## config.mk

```make
export PLATFORM = sky130hd
export DESIGN_NAME = pp_compressor
export DESIGN_NICKNAME = d
export VERILOG_FILES = /design/src/rtl/pp_compressor_pkg.sv /design/src/rtl/pp_compressor_csa_3to2.sv /design/src/rtl/pp_compressor.sv
export SDC_FILE = /design/constraint.sdc
export NUM_CORES = 2
export LEC_CHECK = 0
export CELL_PAD_IN_SITES_DETAIL_PLACEMENT = 1
export CELL_PAD_IN_SITES_GLOBAL_PLACEMENT = 2
export CORE_AREA = 4 4 455 457
export DETAILED_ROUTE_END_ITERATION = 16
export DIE_AREA = 0 0 459 461
export PLACE_DENSITY_LB_ADDON = 0.1
export SLEW_MARGIN = 25
export SYNTH_ARGS = -nofsm -noshare
export SYNTH_HDL_FRONTEND = slang
export SYNTH_SLANG_ARGS = --single-unit
```

## constraint.sdc

```tcl
create_clock -name clk -period 18.18 [get_ports clk]
set_input_delay 1.818 -clock clk [delete_from_list [all_inputs] [get_ports clk]]
set_output_delay 1.818 -clock clk [all_outputs]
set_load 0.005 [all_outputs]
```

## src/rtl/pp_compressor_pkg.sv

```systemverilog
`default_nettype none
// ============================================================================
//  Module      : pp_compressor_pkg
//  Description : Shared constants for the partial-product compressor. These
//                cover the datapath width, the partial-product count that the
//                tree is built for, and the pipeline depth.
//  Revision    : 1.0 - initial release
// ============================================================================
package pp_compressor_pkg;

    // Width of every partial product and of the final product.
    localparam int W          = 64;
    // Number of partial products. The reduction tree is wired for exactly 17.
    localparam int NPP        = 17;
    // Number of register stages between acceptance and valid_o.
    localparam int PIPE_DEPTH = 3;

endpackage : pp_compressor_pkg
`default_nettype wire

```

## src/rtl/pp_compressor_csa_3to2.sv

```systemverilog
`default_nettype none
// ============================================================================
//  Module      : csa_3to2
//  Description : Purely combinational 3:2 carry-save counter.
//                The sum output is the bitwise XOR of the three inputs.
//                The carry output is the bitwise majority shifted left by one
//                position, so it can be added to the sum directly. The
//                majority bit at W-1 falls off the top, so the result wraps
//                modulo 2^W.
//  Ports       : i_a, i_b, i_c  [W-1:0]  operands
//                o_sum          [W-1:0]  bitwise sum
//                o_carry        [W-1:0]  carries, already weighted (<<1)
//  Revision    : 1.0 - initial release
// ============================================================================
module csa_3to2 #(
    parameter int W = pp_compressor_pkg::W
) (
    input  logic [W-1:0] i_a,
    input  logic [W-1:0] i_b,
    input  logic [W-1:0] i_c,
    output logic [W-1:0] o_sum,
    output logic [W-1:0] o_carry
);

    logic [W-1:0] w_maj;

    assign w_maj   = (i_a & i_b) | (i_a & i_c) | (i_b & i_c);
    assign o_sum   = i_a ^ i_b ^ i_c;
    assign o_carry = {w_maj[W-2:0], 1'b0};

endmodule : csa_3to2
`default_nettype wire

```

## src/rtl/pp_compressor.sv

```systemverilog
`default_nettype none
// ============================================================================
//  Module      : pp_compressor
//  Description : Reduces 17 pre-shifted, sign-extended partial products to a
//                single W-bit product using a three-stage pipeline:
//                  S1: CSA levels 17->12->8->6, register 6 vectors
//                  S2: CSA levels 6->4->3->2,   register sum/carry
//                  S3: carry-propagate add,      register product
//                The valid/ready handshake is used on both sides. Every stage
//                advances when it is empty or when the stage after it
//                advances, so bubbles are removed from the pipeline. When the
//                pipeline is full and ready_i=1, it still accepts one beat per
//                cycle.
//  Ports       : clk        clock
//                rst        synchronous active-high reset
//                valid_i    upstream beat valid
//                ready_o    a beat can be accepted this cycle
//                pp_i       flattened partial products, pp k at [k*W +: W]
//                valid_o    product_o holds a valid result
//                ready_i    downstream accepts product_o this cycle
//                product_o  sum of all partial products, mod 2^W
//  Revision    : 1.0 - initial release
// ============================================================================
module pp_compressor
    import pp_compressor_pkg::*;
(
    input  logic               clk,
    input  logic               rst,
    input  logic               valid_i,
    output logic               ready_o,
    input  logic [NPP*W-1:0]   pp_i,
    output logic               valid_o,
    input  logic               ready_i,
    output logic [W-1:0]       product_o
);

    // ------------------------------------------------------------------------
    // Stage control. Index 0 is the first stage and index 2 is the output stage.
    // ------------------------------------------------------------------------
    logic [PIPE_DEPTH-1:0] r_valid;
    logic [PIPE_DEPTH-1:0] w_adv;

    // Each stage may advance if it is empty or if the next stage advances.
    assign w_adv[2] = ~r_valid[2] | ready_i;
    assign w_adv[1] = ~r_valid[1] | w_adv[2];
    assign w_adv[0] = ~r_valid[0] | w_adv[1];

    assign ready_o  = w_adv[0];
    assign valid_o  = r_valid[2];

    // ------------------------------------------------------------------------
    // Stage 1 tree: 17 -> 12 -> 8 -> 6
    // ------------------------------------------------------------------------
    logic [W-1:0] w_l0 [NPP];
    logic [W-1:0] w_l1 [12];
    logic [W-1:0] w_l2 [8];
    logic [W-1:0] w_l3 [6];

    for (genvar k = 0; k < NPP; k++) begin : g_unpack
        assign w_l0[k] = pp_i[k*W +: W];
    end

    // 17 -> 12: pp0..pp14 go through five CSAs, pp15 and pp16 pass through.
    for (genvar i = 0; i < 5; i++) begin : g_l1_csa
        csa_3to2 #(.W(W)) u_csa (
            .i_a     (w_l0[3*i]),
            .i_b     (w_l0[3*i+1]),
            .i_c     (w_l0[3*i+2]),
            .o_sum   (w_l1[2*i]),
            .o_carry (w_l1[2*i+1])
        );
    end
    assign w_l1[10] = w_l0[15];
    assign w_l1[11] = w_l0[16];

    // 12 -> 8: four CSAs consume all twelve vectors.
    for (genvar i = 0; i < 4; i++) begin : g_l2_csa
        csa_3to2 #(.W(W)) u_csa (
            .i_a     (w_l1[3*i]),
            .i_b     (w_l1[3*i+1]),
            .i_c     (w_l1[3*i+2]),
            .o_sum   (w_l2[2*i]),
            .o_carry (w_l2[2*i+1])
        );
    end

    // 8 -> 6: two CSAs, last two vectors pass through.
    for (genvar i = 0; i < 2; i++) begin : g_l3_csa
        csa_3to2 #(.W(W)) u_csa (
            .i_a     (w_l2[3*i]),
            .i_b     (w_l2[3*i+1]),
            .i_c     (w_l2[3*i+2]),
            .o_sum   (w_l3[2*i]),
            .o_carry (w_l3[2*i+1])
        );
    end
    assign w_l3[4] = w_l2[6];
    assign w_l3[5] = w_l2[7];

    // ------------------------------------------------------------------------
    // Stage 2 tree: 6 -> 4 -> 3 -> 2, fed from the stage-1 registers
    // ------------------------------------------------------------------------
    logic [W-1:0] r_s1 [6];
    logic [W-1:0] w_l4 [4];
    logic [W-1:0] w_l5 [3];
    logic [W-1:0] w_sum2;
    logic [W-1:0] w_cy2;

    for (genvar i = 0; i < 2; i++) begin : g_l4_csa
        csa_3to2 #(.W(W)) u_csa (
            .i_a     (r_s1[3*i]),
            .i_b     (r_s1[3*i+1]),
            .i_c     (r_s1[3*i+2]),
            .o_sum   (w_l4[2*i]),
            .o_carry (w_l4[2*i+1])
        );
    end

    // 4 -> 3: one CSA, the fourth vector passes through.
    csa_3to2 #(.W(W)) u_l5_csa (
        .i_a     (w_l4[0]),
        .i_b     (w_l4[1]),
        .i_c     (w_l4[2]),
        .o_sum   (w_l5[0]),
        .o_carry (w_l5[1])
    );
    assign w_l5[2] = w_l4[3];

    // 3 -> 2: final CSA that produces the redundant sum/carry pair.
    csa_3to2 #(.W(W)) u_l6_csa (
        .i_a     (w_l5[0]),
        .i_b     (w_l5[1]),
        .i_c     (w_l5[2]),
        .o_sum   (w_sum2),
        .o_carry (w_cy2)
    );

    // ------------------------------------------------------------------------
    // Pipeline registers. Each data register loads whenever its stage
    // advances. When the incoming valid is low the loaded value is garbage,
    // but it is never seen because the matching valid bit is also cleared.
    // ------------------------------------------------------------------------
    logic [W-1:0] r_sum2;
    logic [W-1:0] r_cy2;
    logic [W-1:0] r_prod;

    always_ff @(posedge clk) begin
        if (rst) begin
            r_valid <= '0;
            for (int k = 0; k < 6; k++) begin
                r_s1[k] <= '0;
            end
            r_sum2  <= '0;
            r_cy2   <= '0;
            r_prod  <= '0;
        end else begin
            if (w_adv[0]) begin
                r_valid[0] <= valid_i;
                for (int k = 0; k < 6; k++) begin
                    r_s1[k] <= w_l3[k];
                end
            end
            if (w_adv[1]) begin
                r_valid[1] <= r_valid[0];
                r_sum2     <= w_sum2;
                r_cy2      <= w_cy2;
            end
            if (w_adv[2]) begin
                r_valid[2] <= r_valid[1];
                r_prod     <= r_sum2 + r_cy2;
            end
        end
    end

    assign product_o = r_prod;

endmodule : pp_compressor
`default_nettype wire

```

[After elaboration in Yosys (flattened, before gate mapping)]
Memories as Yosys holds them, arrays and structs flattened.
Index checks and enable logic that the tools add are counted.
Cells by class
  add/subtract/negate cells: 1
  multiply operators: 0
  div/mod/pow operators: 0
  order comparisons: 0
  equal/unequal tests: 0
  shift operators: 0
  muxes and demuxes: 11
  bitwise gates (word level): 117
  reductions and logical operators: 0
Operators with widths (count)
  $and 63x63->63: 45
  $xor 64x64->64: 30
  $or 63x63->63: 30
  $mux 64: 6
  $add 64x64->64: 1
  $or 1x1->1: 9
  $mux 1: 5
  $not 1->1: 3
Word-level totals
  flip-flop bits (word level): 194
  latch bits: 0
  RAM bits: 384
  bits in read-only memories: 0
  output and inout port bits: 66
  word-level logic and storage cells: 136
  memories: 1
Memory list
  r_s1: depth 6, bits a word 64, read ports 6, clocked after Yosys merged registers in 0, write ports 6, line pp_compressor.sv:103  | logic [W-1:0] r_s1 [6];

[Depth between registers and ports, before layout]
  depth in word-level cells: 10
  depth in mapped cells: 12
  mapped depth without buffers: 12

[Cells and area by module]
A second synthesis with hierarchy kept.
Second synthesis, totals
  cell total of the unflattened synthesis: 3205
  area, all modules: 44051.0 µm²
Modules (own cells, without submodules)
  pp_compressor: times used 1, cells an instance 2215, area each 24607.4 µm², seq. area each 15434.8 µm²
  csa_3to2: times used 15, cells an instance 66, area each 1296.2 µm², seq. area each 0.0 µm²

[Least setup slack after synthesis]
Ideal clock, no wire load.
  path type: in2reg
  start point: in rst
  end point: mem r_s1[0][0] (enable)
  setup time: 587 ps
  data arrival time: 6943 ps
  required time: 17593 ps
  path slack: 10650 ps
  cell stages on the path: 3
  buffers on the path: 2
  cells stage by stage: clkbuf_1 -> clkbuf_1 -> or2_2
RTL lines
  start, declared: line pp_compressor.sv:28  | input logic rst,
  end, declared: line pp_compressor.sv:103

[Final worst setup path]
  start point: in ready_i
  end point: out ready_o
On the way
  cells in the longest elaborated chain, start to end: 3
Ends and longest elaborated chain
  start, declared: line pp_compressor.sv:33  | input logic ready_i,
  $or 1x1->1: line pp_compressor.sv:44  | assign w_adv[2] = ~r_valid[2] | ready_i;
  $or 1x1->1: line pp_compressor.sv:45  | assign w_adv[1] = ~r_valid[1] | w_adv[2];
  $or 1x1->1: line pp_compressor.sv:46  | assign w_adv[0] = ~r_valid[0] | w_adv[1];
  end, declared: line pp_compressor.sv:30  | output logic ready_o,
Every way passes these cells.

==> metrics <==
outcome=completed; Critical Path Start Type=primary input; RSZ-0062 raised after global routing=false; mean post-synth cell area=roughly 11 um^2; I/O pin count=1158; most frequent CP cell=clkdlybuf4s50_1; final setup TNS=0 ps; Clk Latency, worst-skew pair=between 600 and 700 ps; vias per std cell=3.96; worst-path cell chain=clkdlybuf4s50_1 -> nor2b_4 -> and2_4 -> nand2_1 -> clkdlybuf4s50_1; final WL=between 150000 and 200000 um; Crit path buffers/inverters=2; port buffer count=1157; post-synth top area share=39.9%; top cells by area, synth=fa_1 40%, edfxtp_1 24%, dfxtp_1 8.3%, inv_1 8.1%, and2_1 3.5%; Internal Power=around 4.5 mW; r2r endpoint=r_s1[5][53]; critical path depth=5; clock slew at reported path FFs=50 ps; Max-Cap Viols=0; Setup crit end kind=output pin; Die Y-Extent=461 um; Worst EP required=~16000 ps; Comb pwr share=between 50% and 60%; Final ANT Viol Nets=0; detailed-route via count=roughly 32000; EDFF count, synth=380; area leader, netlist=fa_1; drt pass-1 iters=4; worst r2r path cells=7; Horiz. Die Dim=between 400 and 500 um; post-DP HPWL=about 140000 um; Core Footprint=~0.20 mm^2; max incr delay on CP=a little over 600 ps; Yosys reg bits=573; Primary FF master, synth=edfxtp_1; synth warn=0; CP max stage cell=and2_4; hold crit path type=flop to flop; post-place setup slack=around 12000 ps; clock share of power=19.6%; first-pass GRT wire length=around 250000 um; Area Growth Syn to Fin=36.5%; DR DRC count=0; layout cell share with drive strength beyond 1=2.77%; vias in the first global route=38000; cts repair resizes=0; Final Max Tran Viols=0; Fmax=about 170 MHz; die area=0.212 mm^2; num rows=between 150 and 200; CTS tree=yes; fill count=around 23000; clk sinks=between 500 and 600; Worst Skew=about 20 ps; sequential share of power=about 27%; GRT Util Overall=~16%; Synth async-reset ratio=0%; endpoints failing setup=0; antenna violations before repair=40; fin crit share=between 30% and 40%; critical path type=primary input to output pin; largest net degree at the start of global routing=~180; r2r startpoint=r_valid[2]; Slew Limit Headroom=a little over a fifth; post-route setup slack=around 12000 ps; total gr overflow=0; worst IR drop on VDD=approximately 62 uV; Tightest Pin Transition=between 1000 and 1500 ps; hold buffers post-CTS=0; crit-path leading delay family=simple AND/OR/NAND/NOR gates; CP startpoint=ready_i; starting density of the core=23.0%; final instance area=between 0.06 and 0.07 mm^2; clk root buf=clkbuf_16; postcts setup bufs=0; Yosys cell types=70; mapped cell area=roughly 0.047 mm^2; Final min period=about 6000 ps; Routed WL per cell=20.7 um; Iteration-0 DRC Markers=between 900 and 1000; dpl cell area=about 0.06 mm^2; htree depth=3; post-synth net total=6262; leakage=28.0 nW; switching part of the total=~40%; CTS Buf Count=74; R2R setup slack=between 10000 and 15000 ps; Max Buffers Root-to-Sink=3; GP Congestion=0.784; NetSw=2.94 mW; Crit Path Max Fanout=slightly below 50; part of the Yosys area used for sequential elements=approximately a third; Mapped Cells=roughly 4200; Worst Path Arrival=roughly 4200 ps; Critical Path End=ready_o; final hold vios=0; PwrDens=approximately 120 mW/mm^2; Nets=between 7000 and 8000
-- flip-flops by register name, summed over array words and instances, names as in the netlist --
signal and count:
r_s1 380, product_o 64, r_sum2 64, r_cy2 62
r_valid 3
-- synthesized netlist by cell type, drive strengths merged, types with 25 or more instances --
master and number:
and2 265, nor2 197, dfxtp 193, fa 933, xnor2 46, inv 1013
a21o 26, a21oi 239, edfxtp 380, clkbuf 115, xor2 25, o21ai 55
nand2 373, ha 70
-- area by class of cell --
class	instances	area [um^2]	share of cell area [%]
Antenna cell	16	40.0	0.0626
Clock buffer	92	2020	3.15
Clock inverter	42	352	0.550
Inverter	1013	3800	5.95
Multi-Input combinational cell	2455	27300	42.7
Sequential cell	573	15300	23.9
Tap cell	2688	3360	5.26
Timing Repair Buffer	1174	11800	18.4
-- metal layers --
metal | up-vias | track usage [%] | routed length [um]
li1 | 14900 | - | -
met2 | 779 | 29.0 | 88100
met4 | 18 | 4.23 | 3840
met1 | 16100 | 18.7 | 66400
met3 | 153 | 3.26 | 8370
met5 | - | 0 | 129
-- kinds of logic (layout without fill, tap and decap cells) --
group	count (synthesis)	in the layout	share of synthesized area (%)
buffers and inverters	1139	2321	9.15
adder cells (fa/ha/maj)	1003	1003	41.8
AND/OR/NAND/NOR	961	961	9.79
flip-flops	573	573	32.6
AO/OA/AOI/OAI	419	419	5.34
XOR/XNOR	71	71	1.33
multiplexers	1	1	0.0214
other	0	16	0
-- worst min-delay path by stage --
stage	startpoint	to	slack, ps	cells after the start
global placement	product_o[29]	product_o[29]	440	2
detailed placement	product_o[17]	product_o[17]	450	2
CTS	product_o[47]	product_o[47]	450	2
floorplan	r_sum2[0]	r_sum2[0]	430	2
global route	product_o[8]	product_o[8]	470	2
finish	product_o[40]	product_o[40]	450	2
-- cells in the final DEF (no fill, tap or decap), types with 8 or more instances in the layout --
cell type	netlist	layout
clkbuf_16	0	76
fa_1	933	933
or3_1	8	8
xor2_1	25	25
inv_1	1013	1013
ha_1	70	70
nand3b_1	11	11
and3_1	13	13
a21oi_1	239	238
buf_4	0	13
dfxtp_1	193	193
xnor2_1	46	46
clkinv_1	0	13
edfxtp_1	380	380
a211oi_1	15	15
nand4_1	14	14
o211ai_1	8	8
clkdlybuf4s50_1	0	1156
clkbuf_1	111	10
a21o_1	26	26
diode_2	0	16
nand3_1	19	19
nand2b_1	11	9
and2_1	264	263
nor2_1	197	197
a31oi_1	9	9
nor3_1	19	19
clkinv_2	0	14
o21bai_1	11	11
nand2_1	373	372
o21ai_0	51	51
-- power groups by stage --
stage                     logic (mW)  clock network (mW)  registers, mW
after detailed placement        4.13                   0           2.07
after floorplan                 2.20                   0           2.01
after global placement          4.15                   0           2.06
final                           3.93                1.45           2.03
after global routing            4.57                1.58           2.08
after CTS                       4.18                1.53           2.04
-- metrics by stage --
step	hold WS (ps)	power [mW]	instances	utilization, %
global route	469	8.23	8045	31.4
global placement	440	6.21	7902	30.2
floorplan	432	4.22	4167	-
CTS	454	7.75	8036	31.4
detailed placement	447	6.20	7902	30.2
finish	452	7.42	8053	31.4
-- worst min-delay path: cells and delay by family, from the launching register on --
family | cells | cell delay, ps
AOI/OAI and AO/OA | 1 | 50
DFF | 1 | 310
and+or+nand+nor | 1 | 50
Note: power is estimated with default switching activity, not from simulation.
